===== config.mk =====
export PLATFORM = sky130hd
export DESIGN_NAME = coil_chopper_ctrl
export DESIGN_NICKNAME = d
export VERILOG_FILES = /design/src/rtl/coil_chopper_ctrl_pkg.sv /design/src/rtl/coil_chopper_ctrl_chop_timer.sv /design/src/rtl/coil_chopper_ctrl.sv
export SDC_FILE = /design/constraint.sdc
export NUM_CORES = 1
export LEC_CHECK = 0
export BUFFER_PORTS_ARGS = -buffer_cell sky130_fd_sc_hd__buf_2
export CAP_MARGIN = 40
export CORE_MARGIN = 2
export CORE_UTILIZATION = 25
export CTS_CLUSTER_DIAMETER = 50
export DETAILED_ROUTE_END_ITERATION = 6
export PLACE_DENSITY = 0.5
export SLEW_MARGIN = 10
export SYNTH_ARGS = -nofsm -noshare
export SYNTH_HDL_FRONTEND = slang
export SYNTH_HIERARCHICAL = 1
export SYNTH_SLANG_ARGS = --single-unit

===== constraint.sdc =====
create_clock -name clk -period 3.9 [get_ports clk]
set_clock_uncertainty 0.1 [all_clocks]
set_input_delay 0 -clock clk [delete_from_list [all_inputs] [get_ports clk]]
set_output_delay 0 -clock clk [all_outputs]
set_load 0.03 [all_outputs]

===== src/rtl/coil_chopper_ctrl_pkg.sv =====
// Shared definitions for the coil chopper: state encodings,
// gate patterns {h1,l1,h2,l2} and the default current width.
package coil_chopper_ctrl_pkg;

    localparam int CUR_W_DEF = 13;

    typedef enum logic [2:0] {
        S_IDLE  = 3'd0,
        S_DEAD  = 3'd1,
        S_DRIVE = 3'd2,
        S_DECAY = 3'd3,
        S_FAULT = 3'd4
    } state_t;

    localparam logic [3:0] PAT_OFF  = 4'b0000;
    localparam logic [3:0] PAT_POS  = 4'b1001;
    localparam logic [3:0] PAT_NEG  = 4'b0110;
    localparam logic [3:0] PAT_SLOW = 4'b0101;

    // Fast decay reverse-drives the coil against the latched polarity.
    function automatic logic [3:0] drive_pat(input logic neg);
        return neg ? PAT_NEG : PAT_POS;
    endfunction

endpackage


===== src/rtl/coil_chopper_ctrl_chop_timer.sv =====
// Loadable 8-bit down-counter that saturates at zero.
// Used for the blank, off and dead-time intervals.
module chop_timer (
    input  logic       clk,
    input  logic       resetn,
    input  logic       load,
    input  logic [7:0] load_val,
    output logic       zero
);

    logic [7:0] cnt;

    always_ff @(posedge clk) begin
        if (!resetn) begin
            cnt <= 8'd0;
        end else if (load) begin
            cnt <= load_val;
        end else if (cnt != 8'd0) begin
            cnt <= cnt - 8'd1;
        end
    end

    assign zero = (cnt == 8'd0);

endmodule


===== src/rtl/coil_chopper_ctrl.sv =====
// Fixed off-time current chopper for one H-bridge coil with
// dead-time on every pattern change and a sticky overcurrent trip.
module coil_chopper_ctrl
    import coil_chopper_ctrl_pkg::*;
#(
    parameter int CUR_W    = CUR_W_DEF,
    parameter int DEADTIME = 3,
    parameter int OC_LIMIT = 3800
) (
    input  logic             clk,
    input  logic             resetn,
    input  logic             enable,
    input  logic [CUR_W-1:0] target_current,
    input  logic [CUR_W-1:0] current_meas,
    input  logic             fast_decay,
    input  logic [7:0]       blank_time,
    input  logic [7:0]       off_time,
    output logic             high_1,
    output logic             low_1,
    output logic             high_2,
    output logic             low_2,
    output logic [2:0]       state,
    output logic             fault
);

    localparam logic [CUR_W-1:0] OC_L = CUR_W'(OC_LIMIT);
    localparam logic [7:0] DEAD_VAL = 8'(DEADTIME - 1);

    state_t st, st_n, pend, pend_n;
    logic pol, pol_n, dfast, dfast_n, fault_n;
    logic [3:0] gates, gates_n;
    logic dead_ld, blank_ld, off_ld;
    logic dead_z, blank_z, off_z;
    logic [7:0] off_val;

    logic tneg, tzero, mneg, mzero, oc, reached, against;
    logic [CUR_W-1:0] mag_t, mag_m;

    assign tneg  = target_current[CUR_W-1];
    assign mneg  = current_meas[CUR_W-1];
    assign tzero = (target_current == '0);
    assign mzero = (current_meas == '0);

    // Two's-complement negate leaves the most negative code as its
    // unsigned magnitude, so no extra bit is needed.
    assign mag_t = tneg ? -target_current : target_current;
    assign mag_m = mneg ? -current_meas : current_meas;

    assign oc      = (mag_m > OC_L);
    assign reached = (mag_m >= mag_t);
    assign against = (mneg != pol) && !mzero;
    assign off_val = (off_time == 8'd0) ? 8'd0 : off_time - 8'd1;

    chop_timer u_dead (
        .clk      (clk),
        .resetn   (resetn),
        .load     (dead_ld),
        .load_val (DEAD_VAL),
        .zero     (dead_z)
    );

    chop_timer u_blank (
        .clk      (clk),
        .resetn   (resetn),
        .load     (blank_ld),
        .load_val (blank_time),
        .zero     (blank_z)
    );

    chop_timer u_off (
        .clk      (clk),
        .resetn   (resetn),
        .load     (off_ld),
        .load_val (off_val),
        .zero     (off_z)
    );

    always_comb begin
        st_n     = st;
        pend_n   = pend;
        pol_n    = pol;
        dfast_n  = dfast;
        dead_ld  = 1'b0;
        blank_ld = 1'b0;
        off_ld   = 1'b0;
        unique case (st)
            S_IDLE: begin
                if (enable) begin
                    pol_n   = tneg;
                    st_n    = S_DEAD;
                    dead_ld = 1'b1;
                    pend_n  = tzero ? S_DECAY : S_DRIVE;
                end
            end
            S_DEAD: begin
                if (oc) begin
                    st_n = S_FAULT;
                end else begin
                    if (!enable) pend_n = S_IDLE;
                    if (dead_z) begin
                        st_n = enable ? pend : S_IDLE;
                        if (st_n == S_DRIVE) blank_ld = 1'b1;
                        if (st_n == S_DECAY) begin
                            off_ld  = 1'b1;
                            dfast_n = fast_decay && !tzero;
                        end
                    end
                end
            end
            S_DRIVE: begin
                if (oc) begin
                    st_n = S_FAULT;
                end else if (!enable) begin
                    st_n    = S_DEAD;
                    dead_ld = 1'b1;
                    pend_n  = S_IDLE;
                end else if (!tzero && (tneg != pol)) begin
                    pol_n   = tneg;
                    st_n    = S_DEAD;
                    dead_ld = 1'b1;
                    pend_n  = S_DRIVE;
                end else if (blank_z && (reached || (tzero && against))) begin
                    st_n    = S_DEAD;
                    dead_ld = 1'b1;
                    pend_n  = S_DECAY;
                end
            end
            S_DECAY: begin
                if (oc) begin
                    st_n = S_FAULT;
                end else if (!enable) begin
                    st_n    = S_DEAD;
                    dead_ld = 1'b1;
                    pend_n  = S_IDLE;
                end else if (off_z || (dfast && against)) begin
                    if (tzero && !dfast) begin
                        off_ld = 1'b1;
                    end else begin
                        // Leaving fast decay for slow is a pattern change too.
                        if (!tzero) pol_n = tneg;
                        st_n    = S_DEAD;
                        dead_ld = 1'b1;
                        pend_n  = tzero ? S_DECAY : S_DRIVE;
                    end
                end
            end
            S_FAULT: begin
                if (!enable) st_n = S_IDLE;
            end
            default: st_n = S_IDLE;
        endcase
    end

    always_comb begin
        gates_n = PAT_OFF;
        unique case (st_n)
            S_DRIVE: gates_n = drive_pat(pol_n);
            S_DECAY: gates_n = dfast_n ? drive_pat(!pol_n) : PAT_SLOW;
            default: gates_n = PAT_OFF;
        endcase
        fault_n = (st_n == S_FAULT);
    end

    always_ff @(posedge clk) begin
        if (!resetn) begin
            st    <= S_IDLE;
            pend  <= S_IDLE;
            pol   <= 1'b0;
            dfast <= 1'b0;
            gates <= PAT_OFF;
            fault <= 1'b0;
        end else begin
            st    <= st_n;
            pend  <= pend_n;
            pol   <= pol_n;
            dfast <= dfast_n;
            gates <= gates_n;
            fault <= fault_n;
        end
    end

    assign {high_1, low_1, high_2, low_2} = gates;
    assign state = st;

endmodule

**After elaboration in Yosys (flattened, before gate mapping)**

Index checks and enable logic that the tools add are counted.

- Order comparisons: 2
- Bitwise operators: 1
- Multiplexer cells: 75
- Add/sub/neg operators: 6
- Eq/ne operators: 18
- Reduce and logical (&&, ||, !) cells: 28

Operator list:

| kind | number |
|---|---|
| $mux W3 | 23 |
| $mux W8 | 5 |
| $mux W1 | 34 |
| $logic_not A8 Y1 | 4 |
| $sub A8 B1 Y8 const B | 4 |
| $logic_not A13 Y1 | 2 |
| $mux W13 | 2 |
| $neg A13 Y13 | 2 |
| $reduce_bool A8 Y1 | 3 |
| $eq A3 B2 Y1 const B | 6 |
| $pmux W3 S5 | 1 |
| $ge A13 B13 Y1 | 1 |
| $gt A13 B12 Y1 const B | 1 |
| $mux W4 | 3 |
| $pmux W3 S4 | 1 |
| $ne A2 B2 Y1 const B | 4 |
| $pmux W4 S2 | 1 |
| $reduce_and A8 Y1 | 1 |
| $logic_and A1 B1 Y1 | 7 |
| $eq A3 B3 Y1 const B | 2 |
| $ne A3 B3 Y1 const B | 2 |
| $pmux W1 S3 | 2 |
| $reduce_bool A2 Y1 | 3 |
| $mux W2 | 2 |
| 10 further kinds | 14 |

- Flip-flop bits (word level): 37
- Logic and storage cells: 140
- Bits of input ports: 46

**Longest topological paths before layout**

Gate-level depths: netlist of run 1.

- Depth in word-level cells: 13
- Gate-level depth with buffers: 18
- Mapped depth without buffers: 18

**Cells and area by module**

The synthesis of run 1 kept the hierarchy.

Modules (own cells, without submodules):

| module | area each (µm²) | instances | cells an instance |
|---|---|---|---|
| coil_chopper_ctrl | 2102.0 | 1 | 294 |
| chop_timer | 457.9 | 3 | 51 |

**Least setup slack after synthesis of run 1**

Ideal clock, no wire load.

- Kind: input port to flip-flop
- Start point: in current_meas[0]
- End point: reg u_dead.cnt[3]
- Arrival: 3.022 ns
- Buffers on the path: 0
- Data required time: 3.713 ns
- Path slack: 0.691 ns
- Stages: 18
- Path through: inv_1 -> ha_1 -> nor3b_1 -> a31oi_1 -> xnor2_1 -> inv_1 -> ha_1 -> a21o_1 -> a21o_1 -> a21oi_1 -> o21ai_0 -> a221oi_2 -> o211ai_1 -> nand3_1 -> a21oi_1 -> inv_1 -> nand2_1 -> o31ai_1

- Word-level cells in the longest chain between the ends: 12
- Elaborated cells on any way between the ends: 21

Ends and longest elaborated chain:

| what | line | source |
|---|---|---|
| from (decl) | coil_chopper_ctrl.sv:14 | `input logic [CUR_W-1:0] current_meas,` |
| parallel branches: the longest is 10 deep, another holds $neg A13 Y13 | - |  |
| $pmux W1 S3 * | coil_chopper_ctrl.sv:86 | `unique case (st)` |
| named net dead_ld | coil_chopper_ctrl.sv:32 | `logic dead_ld, blank_ld, off_ld;` |
| $reduce_or A2 Y1 (no line) * | - |  |
| to (signal assigned) | coil_chopper_ctrl_chop_timer.sv:17 | `cnt <= load_val;` |
| to (signal assigned) | coil_chopper_ctrl_chop_timer.sv:19 | `cnt <= cnt - 8'd1;` |
| to (decl) | coil_chopper_ctrl_chop_timer.sv:11 | `logic [7:0] cnt;` |

Mark *: on every way through the listed nets, which the timed path passes.
A chain may end at the register's enable or synchronous reset.

**Worst setup path in the final report of run 1**

- Start point: in target_current[0]
- End point: reg u_dead.cnt[5]

- Word-level cells in the longest chain between the ends: 11
- Elaborated cells on any way between the ends: 20

Ends and longest elaborated chain:

| what | line | source |
|---|---|---|
| from (decl) | coil_chopper_ctrl.sv:13 | `input logic [CUR_W-1:0] target_current,` |
| $neg A13 Y13 | coil_chopper_ctrl.sv:46 | `assign mag_t = tneg ? -target_current : target_current;` |
| $mux W13 | coil_chopper_ctrl.sv:46 |  |
| $ge A13 B13 Y1 | coil_chopper_ctrl.sv:50 | `assign reached = (mag_m >= mag_t);` |
| $logic_or A1 B1 Y1 | coil_chopper_ctrl.sv:122 | `end else if (blank_z && (reached \|\| (tzero && against))) begin` |
| $logic_and A1 B1 Y1 | coil_chopper_ctrl.sv:122 |  |
| $mux W1 | coil_chopper_ctrl.sv:122 |  |
| $mux W1 | coil_chopper_ctrl.sv:117 | `end else if (!tzero && (tneg != pol)) begin` |
| $mux W1 | coil_chopper_ctrl.sv:113 | `end else if (!enable) begin` |
| $mux W1 | coil_chopper_ctrl.sv:111 | `if (oc) begin` |
| $pmux W1 S3 * | coil_chopper_ctrl.sv:86 |  |
| named net dead_ld | coil_chopper_ctrl.sv:32 |  |
| $reduce_or A2 Y1 (no line) * | - |  |

Mark *: on every way through the listed nets, which the timed path passes. The rest lies on a longest branch.

==> impl_metrics.xml, run 1 <==
<?xml version="1.0" encoding="UTF-8"?>
<metrics>
  <group name="floorplanning">
    <metric name="die_area" unit="um^2">14860</metric>
    <metric name="pin_count" unit="">54</metric>
    <metric name="die-width" unit="um">121.9</metric>
    <metric name="initial_utilization" unit="%">25.34</metric>
    <metric name="die-height" unit="um">121.9</metric>
    <metric name="rows" unit="">43</metric>
    <metric name="floorplan.core_area" unit="um^2">13720</metric>
  </group>
  <group name="cells_and_area">
    <metric name="final_cell_count_no_fill" unit="">693</metric>
    <metric name="areaGrowthSynthToFinish" unit="%">21.02</metric>
    <metric name="layout.nets" unit="">577</metric>
    <metric name="final_layout_size_suffix_gt1_share" unit="%">18.32</metric>
    <metric name="utilization" unit="%">30.66</metric>
    <metric name="n_antenna_cell" unit="">0</metric>
  </group>
  <group name="clock_tree">
    <metric name="clockRootBuffer" unit="">clkbuf_16</metric>
    <metric name="clk_pin_slew_worst_paths" unit="ps">60</metric>
    <metric name="clock_sink_count" unit="">37</metric>
    <metric name="cts.htree.levels" unit="">2</metric>
    <metric name="clock_latency" unit="ps">280</metric>
    <metric name="tritoncts_clock_tree" unit="">done</metric>
    <metric name="post_cts_sizing_count" unit="">0</metric>
    <metric name="clock_tree.buffer_depth" unit="">2</metric>
    <metric name="cts_inserted_buffers" unit="">5</metric>
  </group>
  <group name="setup_path">
    <metric name="path_class" unit="">in2reg</metric>
    <metric name="critical-path-max-stage-delay" unit="ps">360</metric>
    <metric name="worst_path_cell_with_the_longest_stage_delay" unit="">nor4b_1</metric>
    <metric name="cp_data_arrival_time" unit="ps">3490</metric>
    <metric name="cp_max_fo" unit="">9</metric>
    <metric name="setup.worst_path.start_class" unit="">input port</metric>
    <metric name="crit_chain" unit="">buf_2, inv_1, ha_1, nor4b_1, nand2_1, o31ai_1, xor2_1, ha_1, a21o_1, a21o_1, a21oi_1, o21ai_0, a221oi_2, o211ai_1, nand3_1, a21oi_1, inv_1, nand2_1, o31ai_1</metric>
    <metric name="critPathCaptureType" unit="">flip-flop</metric>
    <metric name="path_buf_inv" unit="">3</metric>
    <metric name="cp_top_family" unit="">compound AO/OA/AOI/OAI gates</metric>
    <metric name="required" unit="ps">3990</metric>
  </group>
  <group name="global_routing">
    <metric name="gr-total-overflow" unit="">0</metric>
    <metric name="grt_pass1_wl" unit="um">15650</metric>
    <metric name="groute.usage.overall" unit="%">12.60</metric>
    <metric name="vias_in_the_first_global_route" unit="">3343</metric>
    <metric name="grt_max_degree" unit="">43</metric>
    <metric name="grt_antenna_before_repair" unit="">0</metric>
  </group>
  <group name="timing">
    <metric name="slew-limit-headroom" unit="%">55.57</metric>
    <metric name="final-setup-viol-count" unit="">0</metric>
    <metric name="rsz0062_at_grt" unit="">false</metric>
    <metric name="maxSlewViolCount" unit="">0</metric>
    <metric name="final_min_period_over_clock_period" unit="%">87.26</metric>
    <metric name="hold_viol" unit="">0</metric>
    <metric name="min_period" unit="ps">3403</metric>
    <metric name="worst_slew_pin_slew" unit="ps">666.5</metric>
    <metric name="fmax" unit="GHz">0.2938</metric>
    <metric name="totalNegativeSetupSlack" unit="ps">0</metric>
    <metric name="timing.hold.ws" unit="ps">28.30</metric>
  </group>
  <group name="run_status">
    <metric name="status" unit="">finished, final reports clean</metric>
  </group>
  <group name="synth">
    <metric name="synth.yosys.seq_area_share" unit="%">21.31</metric>
    <metric name="synth_most_common_cell" unit="">nand2_1</metric>
    <metric name="synth.avg_cell_area" unit="um^2">7.776</metric>
    <metric name="synth_seq_cells" unit="">37</metric>
    <metric name="synth_commonest_cells" unit="">nand2_1, dfxtp_1, nor2_1</metric>
    <metric name="netlist_top_cells_area" unit="">dfxtp_1, ha_1, xnor2_1</metric>
    <metric name="netlist.area_leader.share" unit="%">21.31</metric>
    <metric name="ys_types" unit="">63</metric>
    <metric name="synthesis.area" unit="um^2">3476</metric>
    <metric name="synth_area_leader_cell" unit="">dfxtp_1</metric>
    <metric name="edff_count_synth" unit="">0</metric>
    <metric name="ys.warnings.count" unit="">6</metric>
    <metric name="synthArstFlopShare" unit="%">0</metric>
    <metric name="dominantRegCellSynth" unit="">dfxtp_1</metric>
    <metric name="synthCells" unit="">447</metric>
  </group>
  <group name="placed_design">
    <metric name="placedCellCount" unit="">677</metric>
    <metric name="dp.final_hpwl" unit="um">7200</metric>
    <metric name="finalWeightedCongestion" unit="">0.8635</metric>
    <metric name="place.port_buffers" unit="">53</metric>
  </group>
  <group name="power">
    <metric name="ir_drop" unit="V">0.0002025</metric>
    <metric name="pwr_density_cell" unit="nW/um^2">453.6</metric>
    <metric name="total_leakage_power" unit="nW">1.702</metric>
  </group>
  <group name="detailed_routing">
    <metric name="number_of_vias_after_detailed_routing" unit="">3476</metric>
    <metric name="drt_iter0_drc" unit="">182</metric>
    <metric name="route.antenna.remaining_nets" unit="">0</metric>
    <metric name="detail_route.drc_violations" unit="">0</metric>
    <metric name="detail_route.wl_per_cell" unit="um">13.32</metric>
    <metric name="drt_wl_total" unit="um">9230</metric>
    <metric name="detail_route.first_pass.iterations" unit="">4</metric>
    <metric name="post_drt_via_cell_ratio" unit="">5.016</metric>
  </group>
  <group name="worst_hold_path">
    <metric name="timing.hold.worst.class" unit="">in2reg</metric>
  </group>
  <group name="flow_run">
    <metric name="maxCapViolations" unit="">0</metric>
  </group>
</metrics>
[per-layer routing]
layer	GRT usage [%]	part of all wire [%]	vias up
met4	2.299	1.0	0
met1	16.30	47	1615
met2	22.24	48	78
li1	-	-	1771
met5	0	0	-
met3	2.013	3.6	12
[sequential cells by signal, indices dropped and copies added (netlist names), 3 cells and up]
register	count
pend	3
u_off/cnt	8
gates	4
u_blank/cnt	8
state	3
u_dead/cnt	8
[power breakdown]
part / internal [W] / switching, W
logic: 0.000403 / 0.000450
registers: 0.000470 / 0.000111
clock network: 0.000319 / 0.000156
total: 0.00119 / 0.000717
[through the flow]
step / total power (W) / cell area [um^2] / worst slack, ps
4_1_cts: 0.001921 / 4207 / 532.5
3_3_place_gp: 0.001416 / 3950 / 408.0
2_1_floorplan: 0.001282 / 3498 / 691.0
5_1_grt: 0.002058 / 4207 / 115.5
6_report: 0.001908 / 4207 / 496.8
3_5_place_dp: 0.001429 / 3950 / 255.1
[cell usage in the layout, fill, tap and decap left out, types with 4 or more instances in the layout]
cell type	n
xor2_1	11
clkbuf_16	5
nand2_1	40
nor3b_1	5
o21ai_0	25
o21ai_1	4
nor2b_1	7
a31oi_1	10
nand4_1	12
ha_1	19
o31ai_1	16
inv_1	28
mux2i_1	7
buf_2	53
a311oi_2	4
nor2_1	32
nand2b_1	6
buf_4	8
nand3_1	26
xnor2_1	23
and3_1	4
dfxtp_1	37
nor3_1	17
nor4_1	8
dlygate4sd3_1	8
conb_1	8
a21oi_1	16
a21o_1	7
o211ai_1	9
[worst paths after layout]
path / from / end / slack (ps) / cells past startpoint
worst max register to register: u_dead/cnt[3] / gates[0] / 770 / 9
worst min-delay path: blank_time[1] / u_blank/cnt[1] / 30 / 3
worst min register to register: u_blank/cnt[6] / u_blank/cnt[6] / 410 / 2
worst max-delay path: target_current[0] / u_dead/cnt[5] / 500 / 19
[what timing repair did]
item / CTS / global route
hold endpoints to repair: 8 / 0
hold buffers: 8 / 0
setup buffers: 0 / 0
[final cells by class]
cell class	instances	area [um^2]
clock buffers	6	138.9
well taps	180	225.2
flip-flops and latches	37	740.7
fillers	1452	9513
clock inverters	2	37.54
multi-input cells	370	2550
repair buffers	69	405.4
inverters	29	108.9
[worst min-delay path, stage by stage]
cell      delay (ps)
buf_2             80
o21ai_0           90
a311oi_2         180
[logic make-up (layout without fill, tap and decap cells)]
| group | count (synthesis) | in the layout | share of synthesized area, % |
|---|---|---|---|
| and+or+nand+nor | 185 | 185 | 30.13 |
| AOI/OAI and AO/OA | 115 | 115 | 24.05 |
| buffers and inverters | 46 | 106 | 5.975 |
| DFF | 37 | 37 | 21.31 |
| xor gates and xnor gates | 35 | 35 | 9.035 |
| adders and majority gates | 19 | 19 | 6.840 |
| muxes | 8 | 8 | 2.448 |
| other | 2 | 8 | 0.2161 |
No activity file was read; power rests on OpenSTA's default activity.
==> run 2: changes to the inputs <==
--- a/config.mk
+++ b/config.mk
@@ -7,9 +7,11 @@
 export LEC_CHECK = 0
 export BUFFER_PORTS_ARGS = -buffer_cell sky130_fd_sc_hd__buf_2
 export CAP_MARGIN = 40
+export CORE_ASPECT_RATIO = 0.6
 export CORE_MARGIN = 2
 export CORE_UTILIZATION = 25
 export CTS_CLUSTER_DIAMETER = 50
+export CTS_CLUSTER_SIZE = 28
 export DETAILED_ROUTE_END_ITERATION = 6
 export PLACE_DENSITY = 0.5
 export SLEW_MARGIN = 10
==> run 2 against run 1 <==
  * Combinational power is 1% higher
  * Global-route usage is 0.92 points higher
  * Non-clock buffer count is 1 lower
  * Sequential share of layout area hardly changed
  * Clock power hardly changed
  * Die area is 0.21% higher
  * First-iteration DRC count is 54% higher
  * Flip-flop and latch count stayed put
  * Worst setup slack better by 39 ps
==> impl_metrics.xml, run 2 (synthesis results as in run 1) <==
<?xml version="1.0" encoding="UTF-8"?>
<metrics>
  <group name="setup_path">
    <metric name="required" unit="ps">3990</metric>
    <metric name="worst_r2r_startpoint" unit="">u_dead/cnt[3]</metric>
    <metric name="critPathCaptureType" unit="">flip-flop</metric>
    <metric name="critical-path-max-stage-delay" unit="ps">310</metric>
    <metric name="setup.worst_path.start_class" unit="">input port</metric>
    <metric name="cp_data_arrival_time" unit="ps">3450</metric>
    <metric name="timing.critical_path.from" unit="">current_meas[0]</metric>
    <metric name="critical_path.endpoint" unit="">u_dead/cnt[4]</metric>
    <metric name="worst_path_cell_with_the_longest_stage_delay" unit="">ha_1</metric>
    <metric name="path_class" unit="">in2reg</metric>
    <metric name="regToRegEndpoint" unit="">gates[0]</metric>
    <metric name="cp_max_fo" unit="">9</metric>
    <metric name="reg2reg_depth" unit="">9</metric>
    <metric name="critical_path.most_common_cell" unit="">inv_1</metric>
    <metric name="regToRegSetupSlack" unit="ps">810</metric>
    <metric name="crit_chain" unit="">buf_2, inv_1, ha_1, nor3b_1, a31oi_1, xnor2_1, inv_1, ha_1, a21o_1, a21o_1, a21oi_1, o21ai_0, a221oi_2, o211ai_1, nand3_1, a21oi_1, inv_1, nand2_1, o31ai_1</metric>
  </group>
  <group name="clock_tree">
    <metric name="cts_inserted_buffers" unit="">5</metric>
    <metric name="clk_pin_slew_worst_paths" unit="ps">60</metric>
    <metric name="post-cts-setup-buffers" unit="">0</metric>
    <metric name="clock_sink_count" unit="">37</metric>
    <metric name="clockRootBuffer" unit="">clkbuf_16</metric>
    <metric name="clock_tree.buffer_depth" unit="">2</metric>
    <metric name="tritoncts_clock_tree" unit="">done</metric>
    <metric name="clock_latency" unit="ps">280</metric>
    <metric name="cts.htree.levels" unit="">2</metric>
  </group>
  <group name="global_routing">
    <metric name="vias_in_the_first_global_route" unit="">3312</metric>
    <metric name="grt_pass1_wl" unit="um">16280</metric>
    <metric name="groute.usage.overall" unit="%">13.52</metric>
    <metric name="grt_max_degree" unit="">43</metric>
    <metric name="gr-total-overflow" unit="">0</metric>
    <metric name="grt_antenna_before_repair" unit="">0</metric>
  </group>
  <group name="floorplanning">
    <metric name="die_area" unit="um^2">14890</metric>
    <metric name="die-width" unit="um">156.2</metric>
    <metric name="initial_utilization" unit="%">25.51</metric>
    <metric name="pin_count" unit="">54</metric>
    <metric name="floorplan.core_area" unit="um^2">13630</metric>
    <metric name="die-height" unit="um">95.34</metric>
    <metric name="rows" unit="">33</metric>
  </group>
  <group name="timing">
    <metric name="totalNegativeSetupSlack" unit="ps">0</metric>
    <metric name="maxSlewViolCount" unit="">0</metric>
    <metric name="rsz0062_at_grt" unit="">false</metric>
    <metric name="hold_viol" unit="">0</metric>
    <metric name="final_min_period_over_clock_period" unit="%">86.26</metric>
    <metric name="worst_slew_pin_slew" unit="ps">699.1</metric>
    <metric name="fmax" unit="GHz">0.2973</metric>
    <metric name="slew-limit-headroom" unit="%">53.39</metric>
    <metric name="final-setup-viol-count" unit="">0</metric>
    <metric name="min_period" unit="ps">3364</metric>
  </group>
  <group name="power">
    <metric name="total_leakage_power" unit="nW">1.696</metric>
    <metric name="power_switching" unit="W">0.0007320</metric>
    <metric name="swShare" unit="%">38.09</metric>
    <metric name="pwr_density_cell" unit="nW/um^2">458.1</metric>
    <metric name="power.internal" unit="W">0.001190</metric>
    <metric name="seq_power_share" unit="%">30.3</metric>
    <metric name="share_comb_of_total_power" unit="%">44.8</metric>
    <metric name="ir_drop" unit="V">0.0002505</metric>
    <metric name="power.share.clock" unit="%">24.8</metric>
  </group>
  <group name="detailed_routing">
    <metric name="drt_iter0_drc" unit="">281</metric>
    <metric name="detail_route.drc_violations" unit="">0</metric>
    <metric name="detail_route.wl_per_cell" unit="um">14.00</metric>
    <metric name="detail_route.first_pass.iterations" unit="">4</metric>
    <metric name="post_drt_via_cell_ratio" unit="">5.064</metric>
    <metric name="drt_wl_total" unit="um">9615</metric>
    <metric name="number_of_vias_after_detailed_routing" unit="">3479</metric>
    <metric name="route.antenna.remaining_nets" unit="">0</metric>
  </group>
  <group name="cells_and_area">
    <metric name="final_common_cell" unit="">buf_2</metric>
    <metric name="design_area" unit="um^2">4195</metric>
    <metric name="most-common-layout-cells" unit="">buf_2, nand2_1, dfxtp_1, nor2_1, inv_1</metric>
    <metric name="areaGrowthSynthToFinish" unit="%">20.70</metric>
    <metric name="layout.nets" unit="">576</metric>
    <metric name="n_antenna_cell" unit="">0</metric>
    <metric name="final_layout_size_suffix_gt1_share" unit="%">17.97</metric>
    <metric name="largestRegisters" unit="">u_blank/cnt x8, u_dead/cnt x8, u_off/cnt x8</metric>
  </group>
  <group name="flow_run">
    <metric name="maxCapViolations" unit="">0</metric>
  </group>
  <group name="placed_design">
    <metric name="place.port_buffers" unit="">53</metric>
    <metric name="finalWeightedCongestion" unit="">0.8827</metric>
    <metric name="dp.final_hpwl" unit="um">7681</metric>
    <metric name="dpl-instance-area" unit="um^2">3929</metric>
  </group>
  <group name="worst_hold_path">
    <metric name="timing.hold.worst.class" unit="">in2reg</metric>
  </group>
  <group name="run_status">
    <metric name="status" unit="">finished, final reports clean</metric>
  </group>
</metrics>
[run 2: cell types whose count changed in the layout (fill, tap and decap cells not counted), sizes merged]
| cell | before | now |
|---|---|---|
| dlygate4sd3 | 8 | 9 |
| buf | 61 | 59 |
[run 2: final cells by class]
| cell class | count | area (um^2) |
|---|---|---|
| clock inverter | 2 | 37.54 |
| timing repair buffer | 68 | 400.4 |
| inverter | 29 | 108.9 |
| clock buffer | 6 | 138.9 |
| sequential | 37 | 740.7 |
| multi-input combinational | 370 | 2550 |
| tap | 175 | 219.0 |
| fill | 1474 | 9430 |
[run 2: how the worst min path moves through the flow]
stage / to / slack [ps] / cells past startpoint / from
2_1_floorplan: dfast / 20 / 1 / resetn
3_3_place_gp: u_blank/cnt[2] / 130 / 3 / blank_time[2]
3_5_place_dp: u_blank/cnt[5] / 130 / 3 / blank_time[5]
4_1_cts: dfast / 60 / 4 / fast_decay
5_1_grt: dfast / 90 / 4 / fast_decay
6_report: dfast / 60 / 4 / fast_decay
[run 2: power groups by stage]
stage | combinational [W] | sequential, W | clock, W
after detailed placement | 0.000847 | 0.000591 | 0
after floorplan | 0.000720 | 0.000562 | 0
after CTS | 0.000860 | 0.000582 | 0.000492
after global routing | 0.000967 | 0.000596 | 0.000510
after global placement | 0.000838 | 0.000588 | 0
final | 0.000862 | 0.000583 | 0.000477
[run 2: stage by stage]
step	setup slack, ps	instances	hold WS, ps	util [%]	total power [W]
CTS	556.0	687	56.26	30.79	0.001934
finish	535.8	687	60.78	30.79	0.001922
global placement	373.0	670	128.8	28.83	0.001426
floorplan	691.0	453	21.71	-	0.001282
detailed placement	250.6	670	132.6	28.83	0.001438
global route	154.2	687	87.14	30.79	0.002073
[run 2: layer usage]
metal,part of all wire (%),vias to the layer above,routed length (um),global-route usage (%)
met5,0,-,0,0
met4,0.30,0,29,1.147
met3,5.9,4,563,3.955
met2,38,98,3649,19.28
met1,56,1610,5374,20.53
li1,-,1767,-,-
[run 2: timing repair]
item | 4_1_cts | 5_1_grt
hold buffers | 9 | 0
endpoints found under the setup margin | 0 | 0
gates resized for setup | 0 | 0
endpoints found under the hold margin | 9 | 0
[run 2: worst max-delay path: cells and delay by family]
family          cells  cell delay (ps)
fa+ha+maj           2              570
buf+inv             4              580
xor+xnor            1              300
compound gates      9             1470
simple gates        3              540
